`src/rtl/regfile_pkg.sv`:
```
// regfile_pkg: shared defaults, read-result type and address range helper for regfile_2r1w.
package regfile_pkg;
  localparam int DEFAULT_WIDTH = 8;
  localparam int DEFAULT_DEPTH = 8;
  typedef struct packed {
    logic [DEFAULT_WIDTH-1:0] data;
    logic                     valid;
  } rd_res_t;
  function automatic logic addr_in_range(input int unsigned addr, input int unsigned depth);
    return addr < depth;
  endfunction
endpackage

```
`src/rtl/regfile_2r1w_entry.sv`:
```
// reg_entry: one WIDTH-bit register with valid bit; async clear, then sync clear, then load.
module reg_entry #(
  parameter int WIDTH = 8
) (
  input  logic             clk,
  input  logic             clear_n,
  input  logic             load,
  input  logic             sclr,
  input  logic [WIDTH-1:0] in,
  output logic [WIDTH-1:0] out,
  output logic             valid
);
  always_ff @(posedge clk or negedge clear_n)
    if (!clear_n) begin
      out   <= '0;
      valid <= 1'b0;
    end else if (sclr) begin
      out   <= '0;
      valid <= 1'b0;
    end else if (load) begin
      out   <= in;
      valid <= 1'b1;
    end
endmodule

```
`src/rtl/regfile_2r1w.sv`:
```
// regfile_2r1w: DEPTH x WIDTH register file, one sync write, two comb reads, per-entry valid.
// Define REGFILE_BYPASS_EN for same-cycle write-to-read forwarding.
module regfile_2r1w
  import regfile_pkg::*;
#(
  parameter int WIDTH    = DEFAULT_WIDTH,
  parameter int DEPTH    = DEFAULT_DEPTH,
  parameter int ADDR_W   = $clog2(DEPTH),
  parameter int ZERO_REG = 0
) (
  input  logic              clk,
  input  logic              clear_n,
  input  logic              we,
  input  logic [ADDR_W-1:0] waddr,
  input  logic [WIDTH-1:0]  wdata,
  input  logic              clr_all,
  input  logic [ADDR_W-1:0] raddr_a,
  output logic [WIDTH-1:0]  rdata_a,
  output logic              rvalid_a,
  input  logic [ADDR_W-1:0] raddr_b,
  output logic [WIDTH-1:0]  rdata_b,
  output logic              rvalid_b
);
  localparam int N = 2 ** ADDR_W;
  typedef struct packed {
    logic [WIDTH-1:0] data;
    logic             valid;
  } port_t;
  logic [WIDTH-1:0] q [N];
  logic             v [N];
  logic             wr_ok;
  port_t            pa, pb;
  assign wr_ok = clear_n && we && !clr_all && addr_in_range(32'(waddr), DEPTH)
               && !(ZERO_REG != 0 && waddr == '0);
  // Unused address slots are tied to 0/invalid so the read muxes never see X.
  for (genvar i = 0; i < N; i++) begin : g_ent
    if (i >= DEPTH) begin : g_oor
      assign q[i] = '0;
      assign v[i] = 1'b0;
    end else if (ZERO_REG != 0 && i == 0) begin : g_zero
      assign q[i] = '0;
      assign v[i] = 1'b1;
    end else begin : g_reg
      reg_entry #(.WIDTH(WIDTH)) u_entry (
        .clk   (clk),
        .clear_n(clear_n),
        .load  (wr_ok && waddr == ADDR_W'(i)),
        .sclr  (clr_all),
        .in    (wdata),
        .out   (q[i]),
        .valid (v[i])
      );
    end
  end
`ifdef REGFILE_BYPASS_EN
  assign pa = (wr_ok && raddr_a == waddr) ? port_t'{wdata, 1'b1} : port_t'{q[raddr_a], v[raddr_a]};
  assign pb = (wr_ok && raddr_b == waddr) ? port_t'{wdata, 1'b1} : port_t'{q[raddr_b], v[raddr_b]};
`else
  assign pa = port_t'{q[raddr_a], v[raddr_a]};
  assign pb = port_t'{q[raddr_b], v[raddr_b]};
`endif
  assign rdata_a  = pa.data;
  assign rvalid_a = pa.valid;
  assign rdata_b  = pb.data;
  assign rvalid_b = pb.valid;
endmodule

```
`config.mk`:
```
export PLATFORM = sky130hd
export DESIGN_NAME = regfile_2r1w
export DESIGN_NICKNAME = d
export VERILOG_FILES = /design/src/rtl/regfile_pkg.sv /design/src/rtl/regfile_2r1w_entry.sv /design/src/rtl/regfile_2r1w.sv
export SDC_FILE = /design/constraint.sdc
export NUM_CORES = 1
export LEC_CHECK = 0
export ABC_AREA = 1
export ABC_CLOCK_PERIOD_IN_PS = 3490
export CAP_MARGIN = 20
export CORE_UTILIZATION = 63
export DETAILED_ROUTE_END_ITERATION = 12
export PLACE_DENSITY = 0.86
export SYNTH_ARGS = -nofsm -noshare
export SYNTH_HDL_FRONTEND = slang
export SYNTH_SLANG_ARGS = --single-unit
```
`constraint.sdc`:
```
create_clock -name clk -period 3.49 [get_ports clk]
set_input_delay 1.047 -clock clk [delete_from_list [all_inputs] [get_ports clk]]
set_output_delay 1.047 -clock clk [all_outputs]
set_load 0.02 [all_outputs]
```
# After elaboration in Yosys (flattened, before gate mapping)
# Cells that the tools add are included.
# classes
order_cmp	2
n_eq_ne	7
muxes	44
bitwise	2
n_reduce_logical	20
# ops
cell	count
8-bit 2-to-1 mux	20
8-bit binary-select mux with 3-bit select	2
1-bit 2-to-1 mux	20
2-bit nonzero test	8
3-bit equality test (second input constant)	4
1-bit logical AND	10
4-bit >= comparator (second input constant)	2
3-bit NOT with 4-bit output	2
1-bit binary-select mux with 3-bit select	2
3-bit by 2-bit equality test with 1-bit output (second input constant)	2
3-bit by 1-bit equality test with 1-bit output (second input constant)	1
3-bit logical NOT	1
1-bit logical NOT	1
# totals
ff_bits	72
in_bits	21
out_inout_bits	18
elab_cells	91

# Longest topological paths before layout
# Gate-level depths: netlist of run 1.
# depth
depth_word	5
mapped_depth	8

# Hierarchy
# From an unflattened synthesis of run 1, not the netlist that was laid out.
# unflattened
hier_cells	729
hier_area_um2	4712.0
# by_module_without_submodules
mod	instances	cells_per_inst	area_per_inst_um2	seq_area_each_um2
reg_entry	8	38	359.1	225.2
regfile_2r1w	1	425	1839.3	0.0

# Least setup slack after synthesis of run 1
# Ideal clock, no wire load.
# synth_timing
path_type	input to output
start	input raddr_b[1]
end	output rdata_b[6]
arrival_ns	1.840
required_time_ns	2.443
slack_ns	0.603
stages	7
path_buffers	2
path_cell_list	buf_2 inv_2 buf_2 nand3_1 nand2_1 nand2_1 nand2_1
# synth_between
elab_chain_cells	4
# synth_rtl
element	line_no	source
from (decl)	regfile_2r1w.sv:20	input logic [ADDR_W-1:0] raddr_b,
3-bit NOT with 4-bit output (implied by the code)	regfile_2r1w.sv:60	assign pb = port_t'{q[raddr_b], v[raddr_b]};
8-bit binary-select mux with 3-bit select	regfile_2r1w.sv:60	
8-bit 2-to-1 mux (implied by the code) (2 in a row)	regfile_2r1w.sv:60	
to (decl)	regfile_2r1w.sv:21	output logic [WIDTH-1:0] rdata_b,
# Every way passes these cells. The select of a mux whose other input is x is not followed.

# Worst setup path in the final report of run 1
# layout_timing
start	input raddr_b[0]
end	output rdata_b[1]
# Same word-level chain as after synthesis.

==> summary.md, run 1 <==
| Metric | Value |
|---|---|
| WL met3 | `1300 um` |
| Final setup TNS | `0 ns` |
| Leakage | `between 3 and 4 nW` |
| Routed vias/inst | `between 5 and 6` |
| Hold Path Cell Cnt | `2` |
| I/O Buffers | `38` |
| Clock Latency Late Sink | `0.36 ns` |
| Sequential cell fraction of total power | `about 44%` |
| Fraction of layout cells with a size suffix above 1 | `approximately a tenth` |
| Critical-path maximum fanout | `18` |
| Congestion Overflow GR | `0` |
| Rel. slew slack | `approximately two fifths` |
| Mapped cell area | `about 4700 um^2` |
| RR Startpoint | `g_ent[2].g_reg.u_entry.valid$_DFFE_PN0P_` |
| Library cells used by synthesis | `21` |
| Slew @ Worst Pin | `roughly 0.93 ns` |
| Sw frac | `32.3%` |
| Vias post-DR | `5,091` |
| Max-slew violations | `0` |
| First-pass GRT wire length | `23,600 um` |
| Min-Delay Endpoint | `g_ent[6].g_reg.u_entry.out[2]$_DFFE_PN0P_` |
| Initial antenna violation count | `0` |
| CP most frequent cell | `nand2_1` |
| Nets | `around 800` |
| Core Region | `7250 um^2` |
| Power share of the combinational group | `21.0%` |
| Syn nets | `roughly 760` |
| Initial core utilization | `between 60% and 70%` |
| Reg area | `1800 um^2` |
| Crit path required time | `between 2 and 2.5 ns` |
| Die Ht | `~90 um` |
| Pre-Repair DR Iteration Count | `6` |
| Post-CTS Setup Inserts | `0` |
| Max Root-Sink Buffers | `2` |
| Filler instances | `~600` |
| Flops & latches, synth | `72` |
| Num Clock Sinks | `72` |
| Reg-to-reg setup timing slack | `~2.8 ns` |
| Fin crit share | `a little over nine tenths` |
| Root Buffer | `clkbuf_8` |
| Final Setup Violations | `0` |
| Outcome | `complete, no violations` |
| Cell Pwr Density | `357 nW/um^2` |
| Hold path startpoint | `g_ent[6].g_reg.u_entry.out[2]$_DFFE_PN0P_` |
| Reg2reg path depth | `2` |
| Drt wl/cell | `approximately 17 um` |
| Gr usage total | `about two fifths` |
| Multi-input gate area | `2350 um^2` |
| Final GP Congestion | `around 0.96` |
| Max stage delay on crit path | `between 0.3 and 0.4 ns` |
| Avg Inst Size Synth | `roughly 6.4 um^2` |
| Drt drc | `0` |
| Final setup skew | `0 ns` |
| CTS Buf Count | `9` |
| Tot Pwr | `approximately 2 mW` |
| Reg clk slew, reported paths | `0.08 ns` |
| M1 WL | `roughly 5500 um` |
| Post-DRT Antenna Nets | `0` |
| CP startpoint kind | `input pin` |
| Crit-path slowest cell | `bufbuf_16` |
| Syn-to-layout area delta | `16.8%` |
| Critical R2R Capture | `g_ent[2].g_reg.u_entry.valid$_DFFE_PN0P_` |
| Most area-consuming cells after synthesis | `dfrtp_1 (38%), nand2_1 (26%), nand3_1 (19%)` |
| Worst-path cell chain | `clkdlybuf4s15_1 > bufbuf_16 > nand2_1 > nand3_1 > nand2_1 > nand2_1 > nand2_1 > clkdlybuf4s15_1` |
| Top routing layer in use | `met4` |
| Routed wl met2 | `7040 um` |
| Clock power share | `about a third` |
| Cell Rows | `31` |
| Synthesis Warnings | `0` |
| Psw | `approximately 0.64 mW` |
| Minimum clock period | `3.40 ns` |
| Seq/Total Area, Yosys | `between 30% and 40%` |
| Vias in the first global route | `around 4,800` |
| Number of I/O pins | `39` |
| CTS tree | `yes` |
| Final HPWL DP | `between 10,000 and 15,000 um` |
| MaxCap Viol Count | `0` |
| Setup CP Type | `in2out` |
| Top-area cell type share of the netlist area | `between 30% and 40%` |
| CP arrival | `roughly 2.4 ns` |
| Cell taking the most area after synthesis | `dfrtp_1` |
| Total die area | `between 7000 and 8000 um^2` |
| Routed wire length | `around 15,000 um` |
| Largest net degree at the start of global routing | `73` |
| Int Pwr | `approximately 1.3 mW` |
| Htree depth | `3` |
| RSZ-0062 raised after global routing | `no` |
| Gate Count Post-Synth | `around 740` |
| Die X | `about 89 um` |
| F_max | `between 200 and 300 MHz` |
| Diodes inserted | `0` |
| Crit end category | `primary output` |
| Final hold vios | `0` |
| Fin util | `between 70% and 80%` |
| HP Class | `reg2reg` |
| Worst vdd ir | `0.000356 V` |
| Iter 0 DRT Violations | `693` |
[power by group through the flow]
stage	Clock (mW)	Combinational, mW	Sequential (mW)
finish	0.694	0.414	0.869
global route	0.724	0.451	0.871
CTS	0.694	0.407	0.869
detailed placement	0	0.409	0.886
global placement	0	0.401	0.885
floorplan	0	0.242	0.883
[cell families after synthesis]
group | after synthesis | share of synthesized area [%]
AO/OA/AOI/OAI | 8 | 0.844
buffers and inverters | 128 | 12.6
flip-flops | 72 | 38.0
AND/OR/NAND/NOR | 530 | 48.6
[placed cells by master, fill, tap and decap left out, types with 2 or more instances in the layout]
cell / n
dfrtp_1: 72
clkdlybuf4s15_2: 7
inv_2: 5
o21ai_0: 8
nor2_2: 2
dlygate4sd2_1: 9
inv_1: 82
clkinv_4: 3
nand2_2: 8
clkdlybuf4s50_1: 15
nor2_1: 9
clkdlybuf4s15_1: 5
nor2_4: 5
buf_12: 9
nand2_4: 2
nand2_1: 327
clkinv_1: 2
buf_6: 3
inv_6: 2
nand3_1: 175
buf_4: 12
clkbuf_8: 9
[metal layers]
layer	vias to the layer above	GRT usage [%]
met2	309	66.1
met3	79	7.00
met4	0	30.4
li1	2364	-
met1	2339	49.3
met5	-	0
[worst max-delay path by stage]
stage / startpoint / to / slack [ns] / cells after the start
finish: raddr_b[0] / rdata_b[1] / 0.09 / 8
global route: raddr_b[0] / rdata_b[1] / 0.002 / 8
CTS: raddr_a[1] / rdata_a[2] / 0.02 / 8
detailed placement: raddr_b[0] / rdata_b[4] / -0.35 / 9
global placement: raddr_b[0] / rdata_b[4] / -0.33 / 9
floorplan: raddr_b[1] / rdata_b[6] / 0.60 / 7
[stage by stage]
| stage | setup slack, ns | std cells | hold WS (ns) | instance area, um^2 |
|---|---|---|---|---|
| global placement | -0.328 | 862 | 0.482 | 5290 |
| global route | 0.00208 | 879 | 0.533 | 5540 |
| detailed placement | -0.350 | 862 | 0.487 | 5290 |
| finish | 0.0862 | 879 | 0.507 | 5540 |
| floorplan | 0.603 | 738 | 0.469 | 4740 |
| CTS | 0.0175 | 879 | 0.505 | 5530 |
[cell usage after synthesis, drive strengths merged]
cell type,instances
nand3,176
buf,33
clkinv,3
nor2,17
nand2,337
dfrtp,72
o21ai,8
clkbuf,4
inv,88
[worst max-delay path, delay by kind of cell]
kind          cells  cell delay (ns)
buf+inv           3             0.94
simple gates      5             0.37
[area by class of cell]
cell class	instances	area share [%]
multi-input cells	538	42.4
repair buffers	63	12.9
clock buffers	9	2.24
inverters	91	6.31
well taps	99	2.24
flip-flops and latches	72	32.5
clock inverters	7	1.40
[state kept, by name, indices dropped and copies added (netlist names)]
name,count
g_ent.g_reg.u_entry.out,64
g_ent.g_reg.u_entry.valid,8
[timing repair]
action / CTS / global route
setup endpoints to repair: 18 / 10
gates resized for setup: 42 / 3
cloned: 1 / 0
hold buffers: 0 / 0
(Power assumes the default switching activity.)
==> run 2, diff against run 1 <==
--- a/config.mk
+++ b/config.mk
@@ -6,11 +6,11 @@
 export NUM_CORES = 1
 export LEC_CHECK = 0
 export ABC_AREA = 1
-export ABC_CLOCK_PERIOD_IN_PS = 3490
+export ABC_CLOCK_PERIOD_IN_PS = 2940
 export CAP_MARGIN = 20
-export CORE_UTILIZATION = 63
+export CORE_UTILIZATION = 53
 export DETAILED_ROUTE_END_ITERATION = 12
-export PLACE_DENSITY = 0.86
+export PLACE_DENSITY = 0.77
 export SYNTH_ARGS = -nofsm -noshare
 export SYNTH_HDL_FRONTEND = slang
 export SYNTH_SLANG_ARGS = --single-unit
==> constraint.sdc (replaced) <==
create_clock -name clk -period 2.94 [get_ports clk]
set_input_delay 0.882 -clock clk [delete_from_list [all_inputs] [get_ports clk]]
set_output_delay 0.882 -clock clk [all_outputs]
set_load 0.02 [all_outputs]
==> summary.md, run 2 (synthesized netlist as in run 1, its figures left out) <==
| Metric | Value |
|---|---|
| Final setup TNS | `0 ns (unchanged)` |
| Clock Latency Late Sink | `0.36 ns (about the same)` |
| Die Ht | `96.6 um (+8.8%)` |
| Num Clock Sinks | `72 (unchanged)` |
| Worst Setup SP | `raddr_b[0]` |
| CP startpoint kind | `input pin` |
| Drt drc | `0 (unchanged)` |
| Post-CTS Setup Inserts | `0 (unchanged)` |
| Diodes inserted | `0 (unchanged)` |
| Drt wl/cell | `17.4 um (+2.9%)` |
| Final setup skew | `0 ns (unchanged)` |
| Cell Pwr Density | `414 nW/um^2 (+16%)` |
| Gr usage total | `36.4% (-4.5 points)` |
| Root Buffer | `clkbuf_8` |
| Post-DRT Antenna Nets | `0 (unchanged)` |
| Initial core utilization | `54.6% (-11 points)` |
| Crit path required time | `2.06 ns (-0.38 ns)` |
| MaxCap Viol Count | `0 (unchanged)` |
| CP arrival | `2.00 ns (-0.36 ns)` |
| Max Root-Sink Buffers | `2 (unchanged)` |
| Largest net degree at the start of global routing | `44 (-40%)` |
| F_max | `about 350 MHz` |
| Tot Pwr | `2.29 mW (+16%)` |
| CP top delay family | `buffers and inverters` |
| Worst vdd ir | `0.000258 V (-28%)` |
| Final GP Congestion | `0.967 (+0.92%)` |
| WP depth | `8 (unchanged)` |
| Slew @ Worst Pin | `0.530 ns (-0.396 ns)` |
| Critical R2R Capture | `g_ent[7].g_reg.u_entry.valid$_DFFE_PN0P_` |
| Syn-to-layout area delta | `16.7% (about the same)` |
| CP most frequent cell | `nand2_1` |
| Filler instances | `838 (+41%)` |
| Minimum clock period | `2.89 ns` |
| Initial antenna violation count | `0 (unchanged)` |
| RR Startpoint | `g_ent[7].g_reg.u_entry.valid$_DFFE_PN0P_` |
| Final Setup Violations | `0 (unchanged)` |
| Reg-to-reg setup timing slack | `2.20 ns (-0.57 ns)` |
| CP bufs+invs | `3 (unchanged)` |
| Reg clk slew, reported paths | `0.08 ns (about the same)` |
| Leakage | `3.25 nW (+0.48%)` |
| Routed vias/inst | `5.60 (-3.2%)` |
| Routed wire length | `15,600 um (+4.4%)` |
| Die X | `96.6 um (+8.8%)` |
| Post-place setup slack | `-0.609 ns (-0.259 ns)` |
| First-pass GRT wire length | `24,800 um (+5.2%)` |
| Core Region | `8680 um^2 (+20%)` |
| Congestion Overflow GR | `0 (unchanged)` |
| Nets | `800 (+0.50%)` |
| Worst-path cell chain | `clkdlybuf4s15_2 > bufbuf_16 > nand2_1 > nand3_1 > nand2_1 > nand2_1 > nand2_1 > clkdlybuf4s15_2` |
| Fin crit share | `a little over nine tenths` |
| Most frequent cells in the layout | `nand2_1 (327), nand3_1 (176), inv_1 (82), dfrtp_1 (72), buf_4 (16)` |
| Area after DPL | `5290 um^2 (about the same)` |
| Vias post-DR | `4,999 (-1.8%)` |
| Crit end category | `primary output` |
| Iter 0 DRT Violations | `436 (-37%)` |
| I/O Buffers | `38 (unchanged)` |
| Largest register FFs | `64 (unchanged)` |
| CTS Buf Count | `9 (unchanged)` |
| Fraction of layout cells with a size suffix above 1 | `11.7% (+2.1 points)` |
| Finished Cell Area | `5530 um^2 (about the same)` |
| Most flops, register | `g_ent.g_reg.u_entry.out` |
| Htree depth | `3 (unchanged)` |
| Crit-path slowest cell | `bufbuf_16` |
| Pre-Repair DR Iteration Count | `5 (-1)` |
| Final WS setup | `0.0540 ns (-0.0322 ns)` |
| Vias in the first global route | `4,856 (+1.1%)` |
| HP Class | `reg2reg` |
| Commonest non-fill, non-tap cell in the layout | `nand2_1` |
| CTS tree | `yes` |
| Final hold vios | `0 (unchanged)` |
| Setup CP Type | `in2out` |
| Reg2reg path depth | `2 (unchanged)` |
| Max-slew violations | `0 (unchanged)` |
| Final HPWL DP | `11,100 um (+4.3%)` |
| Critical-path maximum fanout | `18 (unchanged)` |
| Cell Rows | `34 (+9.7%)` |
| Critical Path Sink | `rdata_b[2]` |
| Rel. slew slack | `64.6% (+26 points)` |
| Biggest regs | `g_ent.g_reg.u_entry.out: 64 flops, g_ent.g_reg.u_entry.valid: 8 flops` |
| Total die area | `9330 um^2 (+18%)` |
| Number of I/O pins | `39 (unchanged)` |
| Max stage delay on crit path | `0.31 ns (-0.04 ns)` |
| Outcome | `complete, no violations` |
run 2: report_power, final:
part	switching, mW	internal [mW]	total [mW]
Combinational	0.321	0.173	0.493
Sequential	0.0152	1.02	1.03
Clock	0.427	0.338	0.765
run 2: what timing repair did:
action                                 CTS  global route
resized for setup                       68            13
setup endpoints to repair               18            15
hold buffers                             0             0
cloned                                   2             1
endpoints found under the hold margin    0             0
run 2: worst min-delay path by stage:
| stage | from | endpoint | slack [ns] | depth (start not counted) |
|---|---|---|---|---|
| finish | g_ent[6].g_reg.u_entry.out[1]$_DFFE_PN0P_ | g_ent[6].g_reg.u_entry.out[1]$_DFFE_PN0P_ | 0.51 | 2 |
| global route | g_ent[1].g_reg.u_entry.out[0]$_DFFE_PN0P_ | g_ent[1].g_reg.u_entry.out[0]$_DFFE_PN0P_ | 0.53 | 2 |
| CTS | g_ent[1].g_reg.u_entry.out[0]$_DFFE_PN0P_ | g_ent[1].g_reg.u_entry.out[0]$_DFFE_PN0P_ | 0.51 | 2 |
| detailed placement | g_ent[1].g_reg.u_entry.out[5]$_DFFE_PN0P_ | g_ent[1].g_reg.u_entry.out[5]$_DFFE_PN0P_ | 0.49 | 2 |
| global placement | g_ent[5].g_reg.u_entry.out[1]$_DFFE_PN0P_ | g_ent[5].g_reg.u_entry.out[1]$_DFFE_PN0P_ | 0.48 | 2 |
| floorplan | g_ent[0].g_reg.u_entry.out[0]$_DFFE_PN0P_ | g_ent[0].g_reg.u_entry.out[0]$_DFFE_PN0P_ | 0.47 | 2 |
run 2: cell type report:
class | count | area [um^2] | area share [%]
multi-input combinational | 538 | 2340 | 42.4
sequential | 72 | 1800 | 32.6
inverter | 91 | 354 | 6.40
clock inverter | 6 | 50.0 | 0.905
timing repair buffer | 67 | 711 | 12.8
tap | 108 | 135 | 2.44
clock buffer | 10 | 138 | 2.49
run 2: tightest hold or removal path, stage by stage (launching register included):
cell and delay (ns):
dfrtp_1 0.35, nand3_1 0.07, nand2_1 0.05
run 2: stage by stage:
step | std cells | utilization (%) | hold WS (ns)
floorplan | 738 | - | 0.469
global placement | 873 | 60.9 | 0.484
finish | 892 | 63.8 | 0.509
CTS | 891 | 64.0 | 0.508
global route | 892 | 63.8 | 0.530
detailed placement | 873 | 60.9 | 0.488
run 2: routing by layer:
layer | track usage, % | vias up | share of wire, %
met5 | 0 | - | 0
met4 | 22.7 | 0 | 5.0
met3 | 7.20 | 52 | 7.4
met2 | 59.2 | 218 | 47
met1 | 44.3 | 2360 | 41
li1 | - | 2369 | -
==> run 3, diff against run 2 <==
--- a/config.mk
+++ b/config.mk
@@ -7,10 +7,10 @@
 export LEC_CHECK = 0
 export ABC_AREA = 1
 export ABC_CLOCK_PERIOD_IN_PS = 2940
-export CAP_MARGIN = 20
 export CORE_UTILIZATION = 53
 export DETAILED_ROUTE_END_ITERATION = 12
 export PLACE_DENSITY = 0.77
+export SETUP_SLACK_MARGIN = 0.15
 export SYNTH_ARGS = -nofsm -noshare
 export SYNTH_HDL_FRONTEND = slang
 export SYNTH_SLANG_ARGS = --single-unit
==> summary.md, run 3 (synthesized netlist as in run 1, its figures left out) <==
| Metric | Value |
|---|---|
| Nets | `802 (+0.25%)` |
| Worst vdd ir | `0.000257 V (-0.44%)` |
| Pre-Repair DR Iteration Count | `5 (unchanged)` |
| Sw frac | `33.4% (+0.059 points)` |
| Drt drc | `0 (unchanged)` |
| I/O Buffers | `38 (unchanged)` |
| Cell Rows | `34 (unchanged)` |
| CTS Hold Bufs | `0 (unchanged)` |
| Num Clock Sinks | `72 (unchanged)` |
| Core Region | `8680 um^2 (unchanged)` |
| Power share of the combinational group | `21.7% (+0.2 points)` |
| Area after DPL | `5290 um^2 (unchanged)` |
| Final HPWL DP | `11,100 um (unchanged)` |
| Critical-path maximum fanout | `10 (-8)` |
| RSZ-0062 raised after global routing | `no` |
| Psw | `0.767 mW (+0.51%)` |
| Final setup skew | `0 ns (unchanged)` |
| Fin util | `63.9% (+0.12 points)` |
| Finished Cell Area | `5540 um^2 (+0.18%)` |
| Syn-to-layout area delta | `16.9%` |
| Initial core utilization | `54.6% (unchanged)` |
| HP Class | `reg2reg` |
| Root Buffer | `clkbuf_8` |
| Setup CP Type | `in2out` |
| Fin cells | `894 (+0.22%)` |
| Clock Latency Late Sink | `0.36 ns (about the same)` |
| CP startpoint kind | `input pin` |
| Biggest regs | `g_ent.g_reg.u_entry.out: 64 flops, g_ent.g_reg.u_entry.valid: 8 flops` |
| # placed instances | `873 (unchanged)` |
| Max-slew violations | `0 (unchanged)` |
| Initial antenna violation count | `0 (unchanged)` |
| Commonest non-fill, non-tap cell in the layout | `nand2_1` |
| Worst-path cell chain | `dlygate4sd2_1 > inv_2 > buf_12 > nand3_1 > nand2_1 > nand2_1 > nand2_1 > buf_4` |
| Vias post-DR | `5,041 (+0.84%)` |
| Max Root-Sink Buffers | `2 (unchanged)` |
| Drt wl/cell | `17.4 um (about the same)` |
| CTS tree | `yes` |
| Outcome | `complete, no violations` |
| Post-place setup slack | `-0.609 ns (unchanged)` |
| MaxCap Viol Count | `0 (unchanged)` |
| Slew @ Worst Pin | `0.536 ns (+0.00528 ns)` |
| Gr usage total | `36.5% (+0.10 points)` |
| Cell Pwr Density | `415 nW/um^2 (+0.15%)` |
| Fin crit share | `94.0% (-4.1 points)` |
| Post-DRT Antenna Nets | `0 (unchanged)` |
| Crit-path slowest cell | `dlygate4sd2_1` |
| Routed vias/inst | `5.64 (+0.61%)` |
| Htree depth | `3 (unchanged)` |
| Crit end category | `primary output` |
| Diodes inserted | `0 (unchanged)` |
| Die X | `96.6 um (unchanged)` |
| Rel. slew slack | `64.3% (-0.35 points)` |
| Most frequent cells in the layout | `nand2_1 (327), nand3_1 (175), inv_1 (82), dfrtp_1 (72), buf_4 (21)` |
| Total die area | `9330 um^2 (unchanged)` |
| Minimum clock period | `2.76 ns (-0.122 ns)` |
| Final WS setup | `0.176 ns (+0.122 ns)` |
| Int Pwr | `1.53 mW (+0.24%)` |
| Vias in the first global route | `4,915 (+1.2%)` |
| Crit path required time | `2.06 ns (about the same)` |
| Largest register FFs | `64 (unchanged)` |
| Final Setup Violations | `0 (unchanged)` |
| Leakage | `3.26 nW (+0.23%)` |
| Number of I/O pins | `39 (unchanged)` |
| Iter 0 DRT Violations | `443 (+1.6%)` |
| Most flops, register | `g_ent.g_reg.u_entry.out` |
| Max stage delay on crit path | `0.26 ns (-0.05 ns)` |
| CP most frequent cell | `nand2_1` |
| Congestion Overflow GR | `0 (unchanged)` |
| Die Ht | `96.6 um (unchanged)` |
| CTS Buf Count | `9 (unchanged)` |
| Fraction of layout cells with a size suffix above 1 | `12.2% (+0.48 points)` |
| Routed wire length | `15,600 um (+0.15%)` |
| Sequential cell fraction of total power | `44.9% (-0.2 points)` |
| Final hold vios | `0 (unchanged)` |
| Clock power share | `33.4% (about the same)` |
| CP arrival | `1.88 ns (-0.12 ns)` |
| Final GP Congestion | `0.967 (unchanged)` |
| F_max | `362 MHz (+4.4%)` |
| First-pass GRT wire length | `25,000 um (+0.50%)` |
| Largest net degree at the start of global routing | `44 (unchanged)` |
| Reg clk slew, reported paths | `0.08 ns (about the same)` |
| Final setup TNS | `0 ns (unchanged)` |
run 3: cell types whose count changed in the layout (fill, tap and decap cells not counted), moves of 2 or more:
cell,delta
buf_2,+4
buf_4,+5
buf_6,+2
clkbuf_2,-3
clkdlybuf4s15_2,-7
dlymetal6s2s_1,-2
inv_4,-2
run 3: layer usage:
metal / share of wire (%) / global-route usage (%) / vias up / wire length [um]
met3: 6.6 / 6.18 / 57 / 1030
met4: 5.2 / 22.2 / 0 / 806
met1: 41 / 45.0 / 2395 / 6380
met5: 0 / 0 / - / 0
met2: 47 / 59.7 / 210 / 7360
li1: - / - / 2379 / -
run 3: what timing repair did:
action                                  4_1_cts  5_1_grt
endpoints found under the setup margin       18       12
gates cloned                                  3        0
pin swaps                                     0        1
gates resized for setup                      96       12
setup buffers                                 2        0
run 3: critical path, delay by kind of cell:
| family | cells | cell delay (ns) |
|---|---|---|
| and+or+nand+nor | 4 | 0.35 |
| buffers and inverters | 4 | 0.64 |
run 3: through the flow:
stage / power (mW) / hold slack [ns]
after CTS: 2.29 / 0.508
after global placement: 1.53 / 0.484
after floorplan: 1.34 / 0.469
final: 2.30 / 0.507
after global routing: 2.41 / 0.530
after detailed placement: 1.54 / 0.488
run 3: layout make-up:
type                       count  area, um^2
fill                         843        3140
multi-input combinational    538        2350
sequential                    72        1800
timing repair buffer          69         711
inverter                      91         359
clock buffer                  10         138
tap                          108         135
clock inverter                 6        50.0
run 3: power groups by stage:
stage                     clock (mW)  sequential, mW  combinational (mW)
after floorplan                    0            1.05               0.288
after global placement             0            1.05               0.480
after detailed placement           0            1.05               0.485
after CTS                      0.768            1.03               0.490
after global routing           0.821            1.04               0.549
final                          0.767            1.03               0.499
run 3: path summary, 6_finish.rpt:
path / start / to / slack [ns] / depth (start not counted)
max in group asynchronous: clear_n / g_ent[2].g_reg.u_entry.out[7]$_DFFE_PN0P_ / 1.37 / 3
hold reg to reg: g_ent[1].g_reg.u_entry.out[0]$_DFFE_PN0P_ / g_ent[1].g_reg.u_entry.out[0]$_DFFE_PN0P_ / 0.51 / 2
setup / recovery: raddr_a[1] / rdata_a[3] / 0.18 / 8
min in group asynchronous: clear_n / g_ent[4].g_reg.u_entry.valid$_DFFE_PN0P_ / 0.65 / 2
setup reg to reg: g_ent[7].g_reg.u_entry.valid$_DFFE_PN0P_ / g_ent[7].g_reg.u_entry.valid$_DFFE_PN0P_ / 2.19 / 2
hold / removal: g_ent[1].g_reg.u_entry.out[0]$_DFFE_PN0P_ / g_ent[1].g_reg.u_entry.out[0]$_DFFE_PN0P_ / 0.51 / 2
